`src/rtl/axi_read_arbiter.sv`:
```
// axi_read_arbiter: read-side controller for the two-master / three-slave AXI
// interconnect. It picks M0 or M1 round-robin, decodes the winning address to S0,
// S1 or the default slave S2, and gates the AR and R handshakes. It holds the path
// until the RLAST handshake. Payload muxing stays in the datapath, which is
// steered by master_sel / slave_sel.
// Optional feature macro: AXI_RD_TIMEOUT_EN. When defined, a watchdog releases a
// grant that sees no AR or R handshake for TIMEOUT cycles.
module axi_read_arbiter #(
  parameter logic [31:0] S0_BASE = 32'h0000_0000,
  parameter logic [31:0] S0_LAST = 32'h0000_FFFF,
  parameter logic [31:0] S1_BASE = 32'h0001_0000,
  parameter logic [31:0] S1_LAST = 32'h0001_FFFF,
  parameter int          TIMEOUT = 256
) (
  input  logic        clk,
  input  logic        rst,
  input  logic        ARVALID_M0,
  input  logic        ARVALID_M1,
  input  logic [31:0] ARADDR_M0,
  input  logic [31:0] ARADDR_M1,
  output logic        ARREADY_M0,
  output logic        ARREADY_M1,
  output logic        ARVALID_S0,
  output logic        ARVALID_S1,
  output logic        ARVALID_S2,
  input  logic        ARREADY_S0,
  input  logic        ARREADY_S1,
  input  logic        ARREADY_S2,
  input  logic        RVALID_S0,
  input  logic        RVALID_S1,
  input  logic        RVALID_S2,
  input  logic        RLAST_S0,
  input  logic        RLAST_S1,
  input  logic        RLAST_S2,
  output logic        RREADY_S0,
  output logic        RREADY_S1,
  output logic        RREADY_S2,
  output logic        RVALID_M0,
  output logic        RVALID_M1,
  input  logic        RREADY_M0,
  input  logic        RREADY_M1,
  output logic [1:0]  master_sel,
  output logic [2:0]  slave_sel,
  output logic        busy,
  output logic        timeout
);

  typedef enum logic [1:0] {ST_IDLE, ST_ADDR, ST_DATA} state_t;

  state_t      r_state, w_next;
  logic        r_ptr;     // 1: M1 is favoured on a tie
  logic [1:0]  r_msel;
  logic [2:0]  r_ssel;

  logic [1:0]  w_arvalid_m, w_rready_m, w_arready_m, w_rvalid_m;
  logic [2:0]  w_arready_s, w_rvalid_s, w_rlast_s, w_arvalid_s, w_rready_s;
  logic        w_req, w_gnt_m1;
  logic [31:0] w_win_addr;
  logic [2:0]  w_dec;
  logic        w_own_arvalid, w_own_rready, w_tgt_arready, w_tgt_rvalid, w_tgt_rlast;
  logic        w_ar_hs, w_r_hs, w_r_done, w_wd_hit;

  assign w_arvalid_m = {ARVALID_M1, ARVALID_M0};
  assign w_rready_m  = {RREADY_M1, RREADY_M0};
  assign w_arready_s = {ARREADY_S2, ARREADY_S1, ARREADY_S0};
  assign w_rvalid_s  = {RVALID_S2, RVALID_S1, RVALID_S0};
  assign w_rlast_s   = {RLAST_S2, RLAST_S1, RLAST_S0};

  // The pointer breaks ties only. A lone requester always wins.
  assign w_req      = |w_arvalid_m;
  assign w_gnt_m1   = w_arvalid_m[1] & (~w_arvalid_m[0] | r_ptr);
  assign w_win_addr = w_gnt_m1 ? ARADDR_M1 : ARADDR_M0;

  // The offset-from-base form is an unsigned inclusive range check. Unlike
  // addr >= base, it does not collapse to a constant when base is 0.
  function automatic logic in_range(input logic [31:0] addr, input logic [31:0] base,
                                    input logic [31:0] last);
    return (addr - base) <= (last - base);
  endfunction

  assign w_dec = in_range(w_win_addr, S0_BASE, S0_LAST) ? 3'b001 :
                 in_range(w_win_addr, S1_BASE, S1_LAST) ? 3'b010 : 3'b100;

  // Handshake terms seen through the registered owner / target selects
  assign w_own_arvalid = |(w_arvalid_m & r_msel);
  assign w_own_rready  = |(w_rready_m  & r_msel);
  assign w_tgt_arready = |(w_arready_s & r_ssel);
  assign w_tgt_rvalid  = |(w_rvalid_s  & r_ssel);
  assign w_tgt_rlast   = |(w_rlast_s   & r_ssel);

  assign w_ar_hs  = (r_state == ST_ADDR) & w_own_arvalid & w_tgt_arready;
  assign w_r_hs   = (r_state == ST_DATA) & w_tgt_rvalid & w_own_rready;
  assign w_r_done = w_r_hs & w_tgt_rlast;

`ifdef AXI_RD_TIMEOUT_EN
  localparam int WDW = ($clog2(TIMEOUT) < 8) ? 8 : $clog2(TIMEOUT);
  logic [WDW-1:0] r_wdog;

  // The watchdog counts cycles without a handshake while the path is held.
  // It restarts on every AR/R handshake and on every state entry.
  always_ff @(posedge clk) begin
    if (rst || r_state == ST_IDLE || w_ar_hs || w_r_hs) r_wdog <= '0;
    else                                                r_wdog <= r_wdog + WDW'(1);
  end

  assign w_wd_hit = (r_state != ST_IDLE) & ~(w_ar_hs | w_r_hs) &
                    (r_wdog == WDW'(TIMEOUT - 1));
  assign timeout  = w_wd_hit;
`else
  // Without the watchdog, a hung slave keeps the grant until reset.
  assign w_wd_hit = 1'b0;
  assign timeout  = 1'b0;
  // TIMEOUT only sizes the watchdog. It is referenced here so that the default
  // build still consumes it.
  generate
    if (TIMEOUT > 0) begin : g_wd_absent
    end
  endgenerate
`endif

  // State register
  always_ff @(posedge clk) begin
    if (rst) r_state <= ST_IDLE;
    else     r_state <= w_next;
  end

  // Next-state logic. A watchdog hit overrides everything else.
  always_comb begin
    w_next = r_state;
    case (r_state)
      ST_IDLE: if (w_req)    w_next = ST_ADDR;
      ST_ADDR: if (w_ar_hs)  w_next = ST_DATA;
      ST_DATA: if (w_r_done) w_next = ST_IDLE;
      default:               w_next = ST_IDLE;
    endcase
    if (w_wd_hit) w_next = ST_IDLE;
  end

  // Grant capture: the selects are loaded on a grant and cleared on release.
  // The pointer moves only on a grant.
  always_ff @(posedge clk) begin
    if (rst) begin
      r_ptr  <= 1'b0;
      r_msel <= '0;
      r_ssel <= '0;
    end else if (r_state == ST_IDLE && w_req) begin
      r_msel <= {w_gnt_m1, ~w_gnt_m1};
      r_ssel <= w_dec;
      r_ptr  <= ~w_gnt_m1;
    end else if (r_state != ST_IDLE && w_next == ST_IDLE) begin
      r_msel <= '0;
      r_ssel <= '0;
    end
  end

  // Handshake gating: only the owning master and the selected slave see a
  // channel, and only in the phase that uses it.
  always_comb begin
    w_arvalid_s = '0;
    w_arready_m = '0;
    w_rready_s  = '0;
    w_rvalid_m  = '0;
    case (r_state)
      ST_ADDR: begin
        w_arvalid_s = r_ssel & {3{w_own_arvalid}};
        w_arready_m = r_msel & {2{w_tgt_arready}};
      end
      ST_DATA: begin
        w_rvalid_m = r_msel & {2{w_tgt_rvalid}};
        w_rready_s = r_ssel & {3{w_own_rready}};
      end
      default: ;
    endcase
  end

  assign {ARVALID_S2, ARVALID_S1, ARVALID_S0} = w_arvalid_s;
  assign {ARREADY_M1, ARREADY_M0}             = w_arready_m;
  assign {RREADY_S2, RREADY_S1, RREADY_S0}    = w_rready_s;
  assign {RVALID_M1, RVALID_M0}               = w_rvalid_m;
  assign master_sel = r_msel;
  assign slave_sel  = r_ssel;
  assign busy       = (r_state != ST_IDLE);

endmodule

```
`config.mk`:
```
export PLATFORM = sky130hd
export DESIGN_NAME = axi_read_arbiter
export DESIGN_NICKNAME = d
export VERILOG_FILES = /design/src/rtl/axi_read_arbiter.sv
export SDC_FILE = /design/constraint.sdc
export NUM_CORES = 1
export LEC_CHECK = 0
export ABC_AREA = 0
export ABC_CLOCK_PERIOD_IN_PS = 3200
export CAP_MARGIN = 20
export CORE_MARGIN = 3
export CORE_UTILIZATION = 24
export CTS_BUF_LIST = sky130_fd_sc_hd__clkbuf_16
export DETAILED_ROUTE_END_ITERATION = 10
export PLACE_DENSITY = 0.85
export SLEW_MARGIN = 20
export SYNTH_ARGS = -nofsm -noshare
export SYNTH_HDL_FRONTEND = slang
export SYNTH_SLANG_ARGS = --single-unit
```
`constraint.sdc`:
```
create_clock -name clk -period 3.2 [get_ports clk]
set_input_delay 0.48 -clock clk [delete_from_list [all_inputs] [get_ports clk]]
set_output_delay 0.48 -clock clk [all_outputs]
set_load 0.005 [all_outputs]
```
# Yosys cells after proc, flatten, opt, wreduce, memory -nomap -nowiden
# Cells that the tools add are included.
# word_totals
elab_cells	54
inputBits	79
reg_bits	8
# classes
n_mux	15
n_reduce_logical	12
eq_ne	2
n_bitwise	18
add_sub_neg	1
order_cmp	2
# ops
op	n
32-bit by 16-bit <= comparator with 1-bit output, second input constant	2
32-bit 2-to-1 mux	1
32-bit by 17-bit subtractor with 32-bit output, second input constant	1
3-bit 2-to-1 mux	6
3-bit bitwise AND	5
2-bit 2-to-1 mux	7
3-bit OR reduction	3
2-bit bitwise AND	4
1-bit bitwise AND	6
2-bit one-hot mux with 3 select lines	1
2-bit OR reduction	3
2-bit logical NOT	2
2-bit nonzero test	2
2-bit by 1-bit == test with 1-bit output, second input constant	1
2-bit == test, second input constant	1
1-bit logical AND	2
1-bit inverter	2
1-bit bitwise OR	1

# Longest topological paths before layout
# Gate-level depths: netlist of run 1.
# depth
ltp_word	11
depth_mapped	5
ltp_nobuf	4

# Least setup slack after synthesis of run 1
# Ideal clock, no wire load.
# synth_timing
kind	input to register
startpoint	input port RVALID_S0
endpoint	register r_ssel[2] (netlist: slave_sel[2])
t_arrival_ns	1.534
stages	4
path_slack_ns	1.545
path_cell_list	a222oi_1 or3_4 o211a_1 a221o_1
# synth_between
elab_chain_cells	10
# synth_lines
element	line_no	source
start, declared	29	input logic RVALID_S0,
3-bit bitwise AND	88	assign w_tgt_rvalid = |(w_rvalid_s & r_ssel);
3-bit OR reduction	88	
1-bit bitwise AND (2 in a row)	92	assign w_r_hs = (r_state == ST_DATA) & w_tgt_rvalid & w_own_rready;
1-bit bitwise AND	93	assign w_r_done = w_r_hs & w_tgt_rlast;
2-bit 2-to-1 mux	133	ST_DATA: if (w_r_done) w_next = ST_IDLE;
2-bit one-hot mux with 3 select lines	130	case (r_state)
2-bit logical NOT	150	end else if (r_state != ST_IDLE && w_next == ST_IDLE) begin
1-bit logical AND	150	
2-bit nonzero test (no line)	--	
end signal, assigned	148	r_ssel <= w_dec;
end, declared	53	logic [2:0] r_ssel;
# Every way passes these cells.
# A chain may end at the register's enable or synchronous reset.

# Worst setup path after layout of run 1
# layout_timing
startpoint	input port ARREADY_S0
endpoint	output port ARREADY_M1
# layout_between
elab_chain_cells	4
# layout_lines
element	line_no	source
start, declared	26	input logic ARREADY_S0,
3-bit bitwise AND	87	assign w_tgt_arready = |(w_arready_s & r_ssel);
3-bit OR reduction	87	
2-bit bitwise AND	166	w_arready_m = r_msel & {2{w_tgt_arready}};
2-bit 2-to-1 mux	163	case (r_state)
end, declared	22	output logic ARREADY_M1,
# Every way passes these cells.

==> impl_metrics.toml, run 1 <==
[route]
finalWirelength_mm = 2.37
viasPerCell = 5.21
drc = 0
drtIter0Drc = 38
wl_per_cell_um = 13.8
vias = 896
drtAntennaViolNets = 0
dr.pass1.iters = 4

[yosys]
synth_cells = 82
synth_edf_count = 0
ys_seq_area_share_pct = 25.8
ys_ff_latch = 8
yosys.area.top_type = "dfxtp_1"
ys_warn_count = 0
synthTopCellsByArea = "dfxtp_1 (26%), and2_1 (8.0%), nor4_1 (6.0%), nor3_1 (5.6%), a222oi_1 (4.8%)"
synthTopCellsByCount = "and2_1 (8), dfxtp_1 (8), nor2_1 (8)"
synth.distinct_cells = 30
syn_area_um2 = 622
ys.flop_type = "dfxtp_1"
syn_avg_cell_area_um2 = 7.58
synth.net_count = 161
synthArstFlopShare_pct = 0
synth_top_cell_area_share_pct = 25.8

[status]
status = "finished, final reports clean"

[cts]
cts.path.max_buffers = 2
cts_sinks = 8
post_cts_buffers = 0
numCtsBuffers = 3
root_buffer = "clkbuf_16"
clk_latency_ns = 0.23
cts_resized = 0
clk_pin_slew_ns = 0.04
cts_max_level = 1
ctsHoldBuffers = 0
cts_tree = "built"

[layout]
utilization_pct = 57.0
num_antenna_cells = 0
drive_gt1_share_pct = 6.94
final_cells = 172
syn2layout_area_growth_pct = 114
fin_area_um2 = 1330
fill_cells = 233
nets = 225

[sta]
period_minus_slack_ns = 2.50
clock_skew_ns = 0.000665
setup_viol = 0
hold_violations = 0
tns_ns = 0
finalCritPeriodShare_pct = 78.1
rsz0062_at_grt = "no"
timing.fmax_ghz = 0.400
whs_ns = 0.504
drv_slew = 0

[die]
fp-row-count = 17
fp.dieW_um = 56.9
die_area_um2 = 3240
initial_utilization_pct = 26.6
core_um2 = 2340
die_y_um = 56.9
num_io_pins = 96

[critical_path]
critPathKind = "primary input to output pin"
path_cells = "clkdlybuf4s50_1 > a222oi_1 > nor2_1 > and2_1 > clkdlybuf4s50_1"
cp-end-kind = "output pin"
cp_slowest_cell = "clkdlybuf4s50_1"
critical_path_peak_fanout = 2
critPathRequiredTime_ns = 2.72
critPathLaunchType = "primary input"
crit_top_cell = "clkdlybuf4s50_1"
critPathMaxStageDelay_ns = 0.44
cp_data_arrival_time_ns = 2.02

[min_path]
hold_class = "flip-flop to flip-flop"

[grt]
grt_max_degree = 10
grt.total_usage_pct = 14.0
overflow = 0
grt_pass1_vias = 882
grt_pass1_wl_mm = 3.66
antenna_found_initial = 0

[flow_run]
maxCapViolCount = 0

[power_and_ir_drop]
ir_drop_v = 0.000370
power.leakage_uw = 0.000491
p_per_area_nw_per_um2 = 325

[place]
place_area_um2 = 1260
post-dp-hpwl_mm = 2.02
gp_congestion = 0.838
io_buffers = 62
dp.cells = 169
## placed cells by master (no fill, tap or decap)
master           instances
and2_2                   2
nor2_1                   8
nand4_1                  4
inv_1                    3
conb_1                   1
nor4_1                   6
or3_4                    1
a221o_1                  2
clkbuf_16                3
or3b_2                   1
and2b_2                  2
and2_1                   8
a21boi_0                 1
nor2b_1                  1
a21oi_1                  4
nand2_1                  4
dfxtp_1                  8
a22oi_1                  2
nand2b_1                 2
a311oi_1                 1
or3_1                    2
nor3_1                   7
o211a_1                  1
a211o_2                  1
o21ai_0                  1
o311a_1                  1
a222oi_1                 3
nand3_1                  1
o221ai_1                 1
clkdlybuf4s50_1         62
## flip-flops by register name, summed over array words and instances, names as in the netlist
| register | cells |
|---|---|
| r_ptr | 1 |
| r_state | 2 |
| master_sel | 2 |
| slave_sel | 3 |
## critical path, delay by kind of cell
kind / cells / cell delay, ns
AND/OR/NAND/NOR: 2 / 0.28
buffers and inverters: 2 / 0.84
AO/OA/AOI/OAI: 1 / 0.42
## stage by stage
stage / worst slack, ns / power (uW)
finish: 0.701 / 434
global route: 0.610 / 452
CTS: 0.682 / 439
detailed placement: 0.690 / 227
global placement: 0.723 / 223
floorplan: 1.54 / 150
## power breakdown
group	leakage [uW]	internal [uW]	total [uW]	switching, uW
Sequential	0.0000658	107	118	11.3
Clock	0.0000370	161	209	47.6
Combinational	0.000388	75.0	107	31.7
## kinds of logic after synthesis
family | synth area share (%)
AOI/OAI and AO/OA | 23.3
DFF | 25.8
and+or+nand+nor | 45.3
buffers and inverters | 5.03
other | 0.603
## cell type report
class | instances | area [um^2] | share of cell area [%]
clock buffers | 3 | 75.1 | 5.63
repair buffers | 62 | 621 | 46.6
well taps | 28 | 35.0 | 2.63
flip-flops and latches | 8 | 160 | 12.0
multi-input cells | 68 | 430 | 32.3
inverters | 3 | 11.3 | 0.845
## routing by layer
layer / share of wire [%] / up-vias / GRT usage, %
met4: 0 / 0 / 0.993
li1: - / 438 / -
met3: 14 / 0 / 6.44
met1: 35 / 400 / 14.0
met2: 51 / 58 / 27.2
met5: 0 / - / 0
## worst paths after layout
path / start / to / slack, ns / depth (start not counted)
worst max-delay path: ARREADY_S0 / ARREADY_M1 / 0.70 / 5
worst min-delay path: r_ptr / r_ptr / 0.50 / 1
worst max register to register: slave_sel[0] / slave_sel[1] / 1.47 / 4
worst min register to register: r_ptr / r_ptr / 0.50 / 1
No activity file was read; power rests on OpenSTA's default activity.
==> run 2, diff against run 1 <==
ABC_CLOCK_PERIOD_IN_PS = 2360   (was 3200)
CORE_UTILIZATION = 22   (was 24)
PLACE_DENSITY = 0.79   (was 0.85)
clock period = 2.36 ns   (was 3.2 ns; I/O delays follow)
==> run 2 against run 1 <==
Highest routed layer unchanged. Final cell count grew 2.3%. Via count shrank 2.0%. Critical endpoint is now RVALID_M0. Largest cell class unchanged. First-iteration DRC count grew 66%. Combinational power grew 37%. Wire length shrank 3.6%. Die area grew 8.1%. Worst setup slack lost 0.58 ns. Final area grew 1.3%. Flip-flop and latch count is the same. Sequential share of layout area shrank 0.16 points.
==> impl_metrics.toml, run 2 (synthesis results as in run 1) <==
[cts]
clk_latency_ns = 0.23
cts_resized = 0
cts_tree = "built"
cts_max_level = 1
root_buffer = "clkbuf_16"
numCtsBuffers = 3
post_cts_buffers = 0
ctsHoldBuffers = 0
clk_pin_slew_ns = 0.04
cts_sinks = 8
cts.path.max_buffers = 2

[place]
place_area_um2 = 1270
dp.cells = 173
post-dp-hpwl_mm = 1.97
io_buffers = 62
gp_congestion = 0.813
place_ws_ns = 0.119

[sta]
layout_setup_ws_ns = 0.125
tns_ns = 0
clock_skew_ns = 0.00186
timing.fmax_ghz = 0.447
setup_viol = 0
period_minus_slack_ns = 2.24
rsz0062_at_grt = "no"
finalCritPeriodShare_pct = 94.7
hold_violations = 0
drv_slew = 0

[flow_run]
maxCapViolCount = 0

[layout]
register_area_um2 = 160
fill_cells = 248
largest_reg_flops = 3
syn2layout_area_growth_pct = 117
final_cells = 176
num_antenna_cells = 0
multi_input_area_um2 = 430
nets = 227
fin_area_um2 = 1350
final_common_cell = "clkdlybuf4s50_1"
layout_common_cells = "clkdlybuf4s50_1 (62), nor2_1 (8), and2_1 (8), dfxtp_1 (8), nor3_1 (7)"
drive_gt1_share_pct = 8.22

[critical_path]
cp-end-kind = "output pin"
worstRegToRegCells = 4
cp_slowest_cell = "clkdlybuf4s50_1"
critPathMaxStageDelay_ns = 0.45
critPathLaunchType = "primary input"
crit_top_cell = "clkdlybuf4s50_1"
critPathRequiredTime_ns = 2.01
critical_path_peak_fanout = 2
path_cells = "clkdlybuf4s50_1 > a222oi_1 > nor2_1 > and2_1 > clkdlybuf4s50_1"
critPathKind = "primary input to output pin"
cp_data_arrival_time_ns = 1.88

[route]
wl_per_cell_um = 13.0
vias = 878
finalWirelength_mm = 2.29
drc = 0
drtAntennaViolNets = 0
viasPerCell = 4.99
drtIter0Drc = 63
dr.pass1.iters = 5

[grt]
antenna_found_initial = 0
grt_max_degree = 10
grt.total_usage_pct = 13.6
grt_pass1_wl_mm = 3.72
overflow = 0
grt_pass1_vias = 850

[die]
die_area_um2 = 3500
num_io_pins = 96
initial_utilization_pct = 24.0
fp.dieW_um = 59.2
core_um2 = 2590
fp-row-count = 18
die_y_um = 59.2

[min_path]
hold-path-cell-count = 1
hold_class = "flip-flop to flip-flop"

[status]
status = "finished, final reports clean"

[power_and_ir_drop]
p_per_area_nw_per_um2 = 437
power_uw = 590
ir_drop_v = 0.000587
power.leakage_uw = 0.000500
## run 2: cell types whose count changed in the layout (fill, tap and decap cells not counted)
cell,previous run,this run
buf_4,0,2
## run 2: where the power goes
part | switching, uW | internal [uW] | total, uW
combinational | 42.9 | 104 | 147
clock | 64.7 | 218 | 283
sequential | 14.9 | 145 | 160
## run 2: per-layer routing
metal	GRT usage (%)	share of wire (%)	vias up
met2	25.1	48	65
met3	4.79	13	0
met4	1.29	0	0
met1	15.6	38	371
met5	0	0	-
li1	-	-	442
## run 2: area by class of cell
class                      count  area share (%)
inverter                       3           0.834
multi-input combinational     68            31.9
sequential                     8            11.9
tap                           30            2.78
timing repair buffer          64            47.1
clock buffer                   3            5.56
## run 2: final timing paths
| check | startpoint | to | slack (ns) |
|---|---|---|---|
| max reg2reg | slave_sel[0] | slave_sel[1] | 0.61 |
| min reg2reg | r_ptr | r_ptr | 0.50 |
| max | RVALID_S0 | RVALID_M0 | 0.12 |
| min | r_ptr | r_ptr | 0.50 |
## run 2: worst max-delay path: cells and delay by family
family                 cells  cell delay [ns]
buffers and inverters      2             0.85
AND/OR/NAND/NOR            2             0.28
AO/OA/AOI/OAI              1             0.41
## run 2: through the flow
stage / util, % / hold slack, ns
6_report: 52.1 / 0.500
3_5_place_dp: 49.2 / 0.489
2_1_floorplan: - / 0.462
4_1_cts: 52.1 / 0.498
3_3_place_gp: 49.2 / 0.483
5_1_grt: 52.1 / 0.553
